===== src/rtl/rsa_pkg.sv =====
// Shared definitions for the RSA job path: sequencer states, error codes and job size.
package rsa_pkg;

  localparam int unsigned FIFO_CNT_W = 5;
  localparam logic [FIFO_CNT_W-1:0] JOB_BYTES = 5'd12;

  typedef enum logic [2:0] {
    ST_IDLE,
    ST_LOAD,
    ST_CHECK,
    ST_EXEC,
    ST_SEND,
    ST_ERROR
  } state_t;

  typedef enum logic [1:0] {
    ERR_NONE     = 2'b00,
    ERR_LOAD_TMO = 2'b01,
    ERR_BAD_MOD  = 2'b10,
    ERR_EXEC_TMO = 2'b11
  } err_code_t;

  // Byte idx of a little-endian word; idx 0 is the LSB.
  function automatic logic [7:0] byte_sel(input logic [31:0] word, input logic [1:0] idx);
    return word[8*idx +: 8];
  endfunction

endpackage


===== src/rtl/rsa_job_sequencer_if.sv =====
// Bundle of the sequencer's loader, engine, transmit and status signals.
interface rsa_job_sequencer_if;
  import rsa_pkg::*;

  logic                  enable;
  logic [FIFO_CNT_W-1:0] fifo_count;
  logic                  load_req;
  logic                  load_done;
  logic [31:0]           key;
  logic [31:0]           mod;
  logic [31:0]           exp_key;
  logic [31:0]           exp_mod;
  logic                  exp_start;
  logic                  exp_done;
  logic [31:0]           exp_result;
  logic [7:0]            tx_data;
  logic                  tx_valid;
  logic                  tx_ready;
  logic                  busy;
  logic                  err;
  logic [1:0]            err_code;
  logic                  clr_err;
  logic [15:0]           job_count;
  // Maintenance preset of the completed-job counter.
  logic                  cnt_load;
  logic [15:0]           cnt_val;

  modport master (
    input  enable, fifo_count, load_done, key, mod, exp_done, exp_result,
           tx_ready, clr_err, cnt_load, cnt_val,
    output load_req, exp_key, exp_mod, exp_start, tx_data, tx_valid,
           busy, err, err_code, job_count
  );

  modport slave (
    output enable, fifo_count, load_done, key, mod, exp_done, exp_result,
           tx_ready, clr_err, cnt_load, cnt_val,
    input  load_req, exp_key, exp_mod, exp_start, tx_data, tx_valid,
           busy, err, err_code, job_count
  );

endinterface


===== src/rtl/rsa_tx_serializer.sv =====
// Streams a 32-bit word as 4 bytes, LSB first, over valid/ready; done pulses on the last handshake.
module rsa_tx_serializer
  import rsa_pkg::*;
(
  input  logic        clk,
  input  logic        rst,
  input  logic        load_i,
  input  logic [31:0] data_i,
  output logic [7:0]  tx_data_o,
  output logic        tx_valid_o,
  input  logic        tx_ready_i,
  output logic        done_o
);

  logic [31:0] data_q;
  logic [1:0]  idx_q;
  logic        valid_q;
  logic        fire;

  assign fire = valid_q && tx_ready_i;

  always_ff @(posedge clk or posedge rst) begin
    if (rst) begin
      data_q  <= '0;
      idx_q   <= '0;
      valid_q <= 1'b0;
    end else if (load_i) begin
      data_q  <= data_i;
      idx_q   <= '0;
      valid_q <= 1'b1;
    end else if (fire) begin
      idx_q <= idx_q + 2'd1;
      if (idx_q == 2'd3) valid_q <= 1'b0;
    end
  end

  // Byte only moves on a handshake, so tx_data holds steady under backpressure.
  assign tx_data_o  = byte_sel(data_q, idx_q);
  assign tx_valid_o = valid_q;
  assign done_o     = fire && (idx_q == 2'd3);

endmodule


===== src/rtl/rsa_job_sequencer.sv =====
// Job controller for the RFID RSA path: launches the loader, validates operands,
// runs the exponentiation engine under watchdogs and streams the result out.
module rsa_job_sequencer
  import rsa_pkg::*;
#(
  parameter int unsigned TIMEOUT_W = 16,
  parameter int unsigned LOAD_TMO  = 64,
  parameter int unsigned EXEC_TMO  = 40000
) (
  input logic                 clk,
  input logic                 rst,
  rsa_job_sequencer_if.master bus
);

  localparam logic [TIMEOUT_W-1:0] LOAD_LIMIT = TIMEOUT_W'(LOAD_TMO);
  localparam logic [TIMEOUT_W-1:0] EXEC_LIMIT = TIMEOUT_W'(EXEC_TMO);

  state_t               state_q;
  logic [TIMEOUT_W-1:0] wdog_q, wdog_d;
  logic [31:0]          key_q, mod_q;
  logic                 load_req_q, exp_start_q;
  logic                 err_q;
  err_code_t            err_code_q, err_pend_q;
  logic [15:0]          job_count_q;
  logic                 ser_load, ser_done;

  // Saturating increment: a stuck watchdog parks at all-ones instead of wrapping.
  assign wdog_d   = (&wdog_q) ? wdog_q : wdog_q + TIMEOUT_W'(1);
  assign ser_load = (state_q == ST_EXEC) && bus.exp_done;

  // NOTE: every register here uses non-blocking assignment, so all branches
  // read pre-edge values and later assignments in the block take priority.
  always_ff @(posedge clk or posedge rst) begin
    if (rst) begin
      state_q     <= ST_IDLE;
      wdog_q      <= '0;
      key_q       <= '0;
      mod_q       <= '0;
      load_req_q  <= 1'b0;
      exp_start_q <= 1'b0;
      err_q       <= 1'b0;
      err_code_q  <= ERR_NONE;
      err_pend_q  <= ERR_NONE;
      job_count_q <= '0;
    end else begin
      load_req_q  <= 1'b0;
      exp_start_q <= 1'b0;
      if (bus.clr_err) begin
        err_q      <= 1'b0;
        err_code_q <= ERR_NONE;
      end
      if (bus.cnt_load) job_count_q <= bus.cnt_val;

      unique case (state_q)
        ST_IDLE: begin
          if (bus.enable && (bus.fifo_count >= JOB_BYTES)) begin
            load_req_q <= 1'b1;
            wdog_q     <= '0;
            state_q    <= ST_LOAD;
          end
        end
        ST_LOAD: begin
          if (bus.load_done) begin
            key_q   <= bus.key;
            mod_q   <= bus.mod;
            wdog_q  <= '0;
            state_q <= ST_CHECK;
          end else if (wdog_q == LOAD_LIMIT) begin
            err_pend_q <= ERR_LOAD_TMO;
            wdog_q     <= '0;
            state_q    <= ST_ERROR;
          end else begin
            wdog_q <= wdog_d;
          end
        end
        ST_CHECK: begin
          wdog_q <= '0;
          if (mod_q < 32'd2) begin
            err_pend_q <= ERR_BAD_MOD;
            state_q    <= ST_ERROR;
          end else begin
            exp_start_q <= 1'b1;
            state_q     <= ST_EXEC;
          end
        end
        ST_EXEC: begin
          // A completion landing on the timeout cycle is still accepted.
          if (bus.exp_done) begin
            wdog_q  <= '0;
            state_q <= ST_SEND;
          end else if (wdog_q == EXEC_LIMIT) begin
            err_pend_q <= ERR_EXEC_TMO;
            wdog_q     <= '0;
            state_q    <= ST_ERROR;
          end else begin
            wdog_q <= wdog_d;
          end
        end
        ST_SEND: begin
          if (ser_done) begin
            job_count_q <= job_count_q + 16'd1;
            wdog_q      <= '0;
            state_q     <= ST_IDLE;
          end
        end
        ST_ERROR: begin
          // Placed after the clr_err handling so a fresh error beats a clear.
          err_q      <= 1'b1;
          err_code_q <= err_pend_q;
          wdog_q     <= '0;
          state_q    <= ST_IDLE;
        end
        default: state_q <= ST_IDLE;
      endcase
    end
  end

  rsa_tx_serializer u_tx (
    .clk        (clk),
    .rst        (rst),
    .load_i     (ser_load),
    .data_i     (bus.exp_result),
    .tx_data_o  (bus.tx_data),
    .tx_valid_o (bus.tx_valid),
    .tx_ready_i (bus.tx_ready),
    .done_o     (ser_done)
  );

  assign bus.load_req  = load_req_q;
  assign bus.exp_start = exp_start_q;
  assign bus.exp_key   = key_q;
  assign bus.exp_mod   = mod_q;
  assign bus.busy      = (state_q != ST_IDLE);
  assign bus.err       = err_q;
  assign bus.err_code  = err_code_q;
  assign bus.job_count = job_count_q;

endmodule


===== src/flat_wrapper.sv =====
// flat-port wrapper written by rule: the top's interface ports become plain ports
module rsa_job_sequencer_flat import rsa_pkg::*;
#(
  parameter int unsigned TIMEOUT_W = 16,
  parameter int unsigned LOAD_TMO  = 64,
  parameter int unsigned EXEC_TMO  = 40000
)
  (clk, rst, bus_enable, bus_fifo_count, bus_load_done, bus_key, bus_mod, bus_exp_done, bus_exp_result, bus_tx_ready, bus_clr_err, bus_cnt_load, bus_cnt_val, bus_load_req, bus_exp_key, bus_exp_mod, bus_exp_start, bus_tx_data, bus_tx_valid, bus_busy, bus_err, bus_err_code, bus_job_count);
  rsa_job_sequencer_if bus_i ();
  input logic clk;
  input logic rst;
  input wire logic [$bits(bus_i.enable)-1:0] bus_enable;
  input wire logic [$bits(bus_i.fifo_count)-1:0] bus_fifo_count;
  input wire logic [$bits(bus_i.load_done)-1:0] bus_load_done;
  input wire logic [$bits(bus_i.key)-1:0] bus_key;
  input wire logic [$bits(bus_i.mod)-1:0] bus_mod;
  input wire logic [$bits(bus_i.exp_done)-1:0] bus_exp_done;
  input wire logic [$bits(bus_i.exp_result)-1:0] bus_exp_result;
  input wire logic [$bits(bus_i.tx_ready)-1:0] bus_tx_ready;
  input wire logic [$bits(bus_i.clr_err)-1:0] bus_clr_err;
  input wire logic [$bits(bus_i.cnt_load)-1:0] bus_cnt_load;
  input wire logic [$bits(bus_i.cnt_val)-1:0] bus_cnt_val;
  output wire logic [$bits(bus_i.load_req)-1:0] bus_load_req;
  output wire logic [$bits(bus_i.exp_key)-1:0] bus_exp_key;
  output wire logic [$bits(bus_i.exp_mod)-1:0] bus_exp_mod;
  output wire logic [$bits(bus_i.exp_start)-1:0] bus_exp_start;
  output wire logic [$bits(bus_i.tx_data)-1:0] bus_tx_data;
  output wire logic [$bits(bus_i.tx_valid)-1:0] bus_tx_valid;
  output wire logic [$bits(bus_i.busy)-1:0] bus_busy;
  output wire logic [$bits(bus_i.err)-1:0] bus_err;
  output wire logic [$bits(bus_i.err_code)-1:0] bus_err_code;
  output wire logic [$bits(bus_i.job_count)-1:0] bus_job_count;
  assign bus_i.enable = bus_enable;
  assign bus_i.fifo_count = bus_fifo_count;
  assign bus_i.load_done = bus_load_done;
  assign bus_i.key = bus_key;
  assign bus_i.mod = bus_mod;
  assign bus_i.exp_done = bus_exp_done;
  assign bus_i.exp_result = bus_exp_result;
  assign bus_i.tx_ready = bus_tx_ready;
  assign bus_i.clr_err = bus_clr_err;
  assign bus_i.cnt_load = bus_cnt_load;
  assign bus_i.cnt_val = bus_cnt_val;
  assign bus_load_req = bus_i.load_req;
  assign bus_exp_key = bus_i.exp_key;
  assign bus_exp_mod = bus_i.exp_mod;
  assign bus_exp_start = bus_i.exp_start;
  assign bus_tx_data = bus_i.tx_data;
  assign bus_tx_valid = bus_i.tx_valid;
  assign bus_busy = bus_i.busy;
  assign bus_err = bus_i.err;
  assign bus_err_code = bus_i.err_code;
  assign bus_job_count = bus_i.job_count;
  rsa_job_sequencer #(.TIMEOUT_W(TIMEOUT_W), .LOAD_TMO(LOAD_TMO), .EXEC_TMO(EXEC_TMO)) u_core (.clk(clk), .rst(rst), .bus(bus_i));
endmodule

===== config.mk =====
export PLATFORM = sky130hd
export DESIGN_NAME = rsa_job_sequencer_flat
export DESIGN_NICKNAME = d
export VERILOG_FILES = /design/src/rtl/rsa_pkg.sv /design/src/rtl/rsa_job_sequencer_if.sv /design/src/rtl/rsa_tx_serializer.sv /design/src/rtl/rsa_job_sequencer.sv /design/src/flat_wrapper.sv
export SDC_FILE = /design/constraint.sdc
export NUM_CORES = 1
export LEC_CHECK = 0
export ABC_AREA = 1
export BUFFER_PORTS_ARGS = -buffer_cell sky130_fd_sc_hd__buf_2
export CORE_ASPECT_RATIO = 2
export CORE_UTILIZATION = 40
export DETAILED_ROUTE_END_ITERATION = 6
export GPL_ROUTABILITY_DRIVEN = 0
export MAX_ROUTING_LAYER = met4
export PLACE_DENSITY = 0.65
export SETUP_SLACK_MARGIN = 0.2
export SLEW_MARGIN = 10
export SYNTH_ARGS = -nofsm -noshare
export SYNTH_HDL_FRONTEND = slang
export SYNTH_HIERARCHICAL = 1
export SYNTH_SLANG_ARGS = --single-unit

===== constraint.sdc =====
create_clock -name clk -period 9.9 [get_ports clk]
set_input_delay 1.98 -clock clk [delete_from_list [all_inputs] [get_ports clk]]
set_output_delay 1.98 -clock clk [all_outputs]
set_load 0.02 [all_outputs]

=== Yosys cells after proc, flatten, opt, wreduce, memory -nomap -nowiden ===
Index checks and enable logic that the tools add are counted.

* Memories: 0
* Output and inout bits: 95
* Latch bits: 0
* Word-level logic and storage cells: 92
* Bits in read-only memories: 0
* Memory bits (writable): 0
* Register bits after elaboration: 141
* Input port bits: 125

* Bitwise operators: 0
* $mul: 0
* Magnitude comparators: 2
* Shift operators: 1
* Reduce and logical (&&, ||, !) cells: 18
* Divide/modulo/power cells: 0
* $add $sub $neg: 3
* Muxes and demuxes: 38
* Equal/unequal tests: 17

{| class="wikitable"
|+ Operators with widths
! operator !! count
|-
| 2-to-1 mux 16 bit || 10
|-
| one-hot mux 16 bit (5 select lines) || 1
|-
| adder 16 x 1 -> 16 bit (second input constant) || 2
|-
| less-than comparator 32 x 2 -> 1 bit (second input constant) || 1
|-
| variable part select 32 x 6 -> 8 bit || 1
|-
| 2-to-1 mux 3 bit || 7
|-
| 2-to-1 mux 2 bit || 9
|-
| equality test 16 bit (second input constant) || 1
|-
| equality test 16 x 7 -> 1 bit (second input constant) || 1
|-
| AND reduction 16 bit || 1
|-
| one-hot mux 3 bit (5 select lines) || 1
|-
| 2-to-1 mux 1 bit || 9
|-
| != test 2 x 1 -> 1 bit (second input constant) || 4
|-
| equality test 3 x 2 -> 1 bit (second input constant) || 2
|-
| equality test 3 bit (second input constant) || 2
|-
| != test 2 bit (second input constant) || 3
|-
| one-hot mux 2 bit (3 select lines) || 1
|-
| AND reduction 6 bit || 1
|-
| nonzero test 2 bit || 3
|-
| nonzero test 3 bit || 2
|-
| greater-or-equal comparator 5 x 4 -> 1 bit (second input constant) || 1
|-
| nonzero test 5 bit || 1
|-
| logical AND 1 bit || 4
|-
| AND reduction 2 bit || 2
|-
| other kinds (9) || 9
|}

=== Depth between registers and ports, before layout ===
* Word-level depth: 5
* Depth in mapped cells: 11
* Depth with buffers taken out: 11

=== Cells and area by module ===
The synthesis kept the hierarchy.

{| class="wikitable"
|+ Modules (own cells, without submodules)
! module !! cells each !! sequential area each (um^2) !! instances !! area each (um^2)
|-
| rsa_job_sequencer || 581 || 2652.5 || 1 || 5363.9
|-
| rsa_tx_serializer || 215 || 875.8 || 1 || 1669.1
|}

=== Worst setup path before layout ===
No wires, ideal clock.

* Path type: input -> register
* Start: input port bus_tx_ready
* End: register u_core.wdog_q[5]
* Path slack: 6.849 ns
* Path buffers: 1
* Library setup time: 0.119 ns
* Stages: 10
* Required time: 9.781 ns
* Arrival time: 2.932 ns
* Cells stage by stage: nand2_1 -> nor2_1 -> inv_1 -> nand3_1 -> nand3_4 -> nor2_4 -> buf_6 -> nand3_1 -> nand2_1 -> nor2_1

* Longest elaborated chain between the ends: 4

{| class="wikitable"
|+ RTL lines
! what !! line !! source
|-
| start, declared || flat_wrapper.sv:19 || <nowiki>input wire logic [$bits(bus_i.tx_ready)-1:0] bus_tx_ready;</nowiki>
|-
| logical AND 1 bit || rsa_tx_serializer.sv:20 || <nowiki>assign fire = valid_q && tx_ready_i;</nowiki>
|-
| logical AND 1 bit || rsa_tx_serializer.sv:40 || <nowiki>assign done_o = fire && (idx_q == 2'd3);</nowiki>
|-
| via u_core.ser_done || rsa_job_sequencer.sv:25 || <nowiki>logic ser_load, ser_done;</nowiki>
|-
| != test 2 x 1 -> 1 bit (no source line) || -- ||
|-
| AND reduction 3 bit (no source line) || -- ||
|-
| end signal, assigned || rsa_job_sequencer.sv:73 || <nowiki>wdog_q <= wdog_d;</nowiki>
|-
| end signal, assigned || rsa_job_sequencer.sv:96 || <nowiki>wdog_q <= wdog_d;</nowiki>
|-
| end, declared || rsa_job_sequencer.sv:19 || <nowiki>logic [TIMEOUT_W-1:0] wdog_q, wdog_d;</nowiki>
|}

The timed path passes the listed nets, and every way through them passes these cells.
A chain may end at the register's enable or synchronous reset.

=== Final worst setup path ===
* Start: register u_core.u_tx.idx_q[0]
* End: output port bus_tx_data[1]

* Longest elaborated chain between the ends: 1

{| class="wikitable"
|+ RTL lines
! what !! line !! source
|-
| start, declared || rsa_tx_serializer.sv:16 || <nowiki>logic [1:0] idx_q;</nowiki>
|-
| start signal, assigned || rsa_tx_serializer.sv:32 || <nowiki>idx_q <= idx_q + 2'd1;</nowiki>
|-
| variable part select 32 x 6 -> 8 bit || rsa_pkg.sv:25 || <nowiki>return word[8*idx +: 8];</nowiki>
|-
| end, declared || flat_wrapper.sv:27 || <nowiki>output wire logic [$bits(bus_i.tx_data)-1:0] bus_tx_data;</nowiki>
|}

No other way between the ends.

==> out/metrics.yaml <==
outcome:
  status: "complete, no violations"
sta:
  max_freq_mhz: 261.8
  skew_ns: 0.01512
  setup_viol_count_final: 0
  slew_violations: 0
  finalCritPeriodShare_pct: 38.59
  period_minus_slack_ns: 3.820
  worst_pin_slew_ns: 0.9875
  rsz0062_at_grt: "no"
  slew_headroom_pct: 34.17
  hold_viol: 0
  fin_tns_setup_ns: 0
critical_path:
  critical_path.top_delay_family: "flip-flops"
  max_stage_delay_ns: 0.78
  start_kind: "register"
  cp_max_fo: 19
  cp-end-kind: "output pin"
  cp.arrival_ns: 1.84
  required_ns: 7.92
  slowest_stage: "dfrtp_1"
  crit_buf_inv: 2
  crit_type: "register to output pin"
  crit_top_cell: "nand2_1"
  cp_cell_sequence: "inv_4, nand2_1, nand3_1, nand2_1, buf_2"
grt:
  gr-usage-all-layers_pct: 20.49
  grt_pass1_wl_um: 27430
  grt-ovfl-total: 0
  met3_usage_pct: 3.614
  grt_antenna_before_repair: 4
  grt_pass1_vias: 5708
  grt_max_degree: 66
  grt_busiest_layer: "met2"
  use_met2_pct: 36.73
  grt_use_met1_pct: 21.36
clocking:
  cts-root-buf: "clkbuf_16"
  clock_latency_ns: 0.41
  holdBufCountCts: 0
  cts_made_buffers: 17
  post_cts_buffers: 0
  htree_num_levels: 4
  clkTransAtPathRegs_ns: 0.07
  clock_path_buffers: 2
  cts.repair.resized: 0
  clock_sinks: 141
  cts_tree: "built"
cells_and_area:
  layout_commonest_cell: "nand2_1"
  fin_nets: 1141
  drive_above_1_share_pct: 32.20
  syn_to_final_growth_pct: 25.74
  layout_common_cells: "227 x nand2_1, 217 x buf_2, 141 x dfrtp_1, 90 x inv_1, 77 x nor2_1"
flow_run:
  cap_violations: 0
floorplan:
  die_x_um: 95.76
  io_pins: 220
  initial_core_util_pct: 40.72
  die_y_um: 189.5
  std_cell_rows: 68
  dieArea_um2: 18150
  core_um2: 17270
synthesis:
  syn_avg_cell_area_um2: 8.835
  synth_ff_type: "dfrtp_1"
  synth_warnings: 6
  synth_edf_count: 0
  ys_types: 36
  synthesis.nets: 925
  syn-cell-area_um2: 7033
  yosysSeqAreaShare_pct: 50.17
  synth_cells: 796
  synthArstFlopShare_pct: 100.0
  ys_ff_latch: 141
detailed_routing:
  finalWirelength_um: 17630
  postRouteAntennaNets: 0
  vias: 5927
  wl_per_cell_um: 14.23
  first_pass_iters: 5
  drtIter0Drc: 276
  drc_errors: 0
  drt-vias-per-instance: 4.784
placed_design:
  hpwlAfterDp_um: 13070
  port_buffers: 217
worst_hold_path:
  worstHoldPathType: "register to register"
power:
  ir_drop_uv: 186.7
  total_power_mw: 2.704
  leakage_nw: 4.694
  p_per_area_nw_per_um2: 305.8
[final cells by class]
| cell class | instances | area, um^2 |
|---|---|---|
| Sequential cell | 141 | 3528 |
| Fill cell | 1678 | 8428 |
| Clock inverter | 14 | 151.4 |
| Antenna cell | 4 | 10.01 |
| Inverter | 97 | 369.1 |
| Tap cell | 210 | 262.8 |
| Timing Repair Buffer | 221 | 1116 |
| Multi-Input combinational cell | 534 | 2967 |
| Clock buffer | 18 | 439.2 |
[where the power goes]
part / leakage, nW / switching [mW] / internal (mW)
clock: 0.277 / 0.273 / 0.362
combinational: 2.70 / 0.667 / 0.446
sequential: 1.72 / 0.149 / 0.808
total: 4.69 / 1.09 / 1.62
[metrics by stage]
stage	hold slack (ns)	std cells	util (%)	instance area [um^2]	setup WS [ns]
floorplan	0.4419	796	-	7033	5.131
global placement	0.4552	1203	47.73	8243	6.276
detailed placement	0.4593	1203	47.73	8243	6.254
CTS	0.4774	1235	51.14	8833	6.045
global route	0.4887	1239	51.20	8843	5.893
finish	0.4706	1239	51.20	8843	6.080
[worst paths after layout]
kind	cells past startpoint	to	from	slack (ns)
worst max-delay path	5	bus_tx_data[1]	u_core/u_tx/idx_q[0]	6.08
worst min-delay path	2	u_core/err_pend_q[1]	u_core/err_pend_q[1]	0.47
worst max register to register	7	u_core/bus.job_count[6]	u_core/u_tx/idx_q[0]	7.38
worst min register to register	2	u_core/err_pend_q[1]	u_core/err_pend_q[1]	0.47
max in group asynchronous	3	u_core/wdog_q[1]	rst	7.02
min in group asynchronous	2	u_core/u_tx/data_q[11]	rst	1.49
[layer usage]
layer | share of wire [%] | up-vias
met1 | 39 | 2787
met4 | 2.3 | 0
met5 | 0 | -
met2 | 55 | 161
met3 | 3.5 | 20
li1 | - | 2959
[cells in the mapped netlist, types with 4 or more instances]
cell type | instances | share of area (%)
a21oi_1 | 9 | 0.64
buf_2 | 5 | 0.36
buf_4 | 6 | 0.64
buf_6 | 8 | 1.3
clkbuf_1 | 5 | 0.27
dfrtp_1 | 141 | 50
ha_1 | 4 | 0.71
inv_1 | 92 | 4.9
inv_2 | 4 | 0.21
mux2_1 | 7 | 1.1
mux2_2 | 26 | 4.2
mux2_4 | 30 | 6.4
nand2_1 | 228 | 12
nand3_1 | 54 | 3.8
nor2_1 | 77 | 4.1
nor3_1 | 6 | 0.43
o21ai_0 | 23 | 1.6
o21ai_1 | 33 | 2.3
xor2_1 | 11 | 1.4
[worst reg2reg max path, stage by stage (launching register included)]
cell     delay (ns)
dfrtp_1        0.78
ha_1           0.27
inv_1          0.05
nor2_1         0.09
inv_1          0.08
nor3_4         0.54
inv_2          0.29
o31ai_1        0.32
[state kept, by name (all words and copies together), names as in the netlist]
name and flops:
u_core/bus.exp_key 32, u_core/u_tx/idx_q 2, u_core/bus.err 1, u_core/bus.exp_start 1
u_core/bus.job_count 16, u_core/bus.exp_mod 32, u_core/u_tx/data_q 32, u_core/err_pend_q 2
u_core/wdog_q 16, u_core/u_tx/tx_valid_o 1, u_core/bus.load_req 1, u_core/state_q 3
u_core/bus.err_code 2
[kinds of logic (layout without fill, tap and decap cells)]
family,after synthesis,in the layout,synth area share (%)
flops,141,141,50.17
mux,63,63,11.69
compound gates,75,75,5.640
fa+ha+maj,4,4,0.7116
buf+inv,121,350,7.757
xor+xnor,11,11,1.370
other cells,0,4,0
simple gates,381,381,22.67
(Power assumes the default switching activity.)
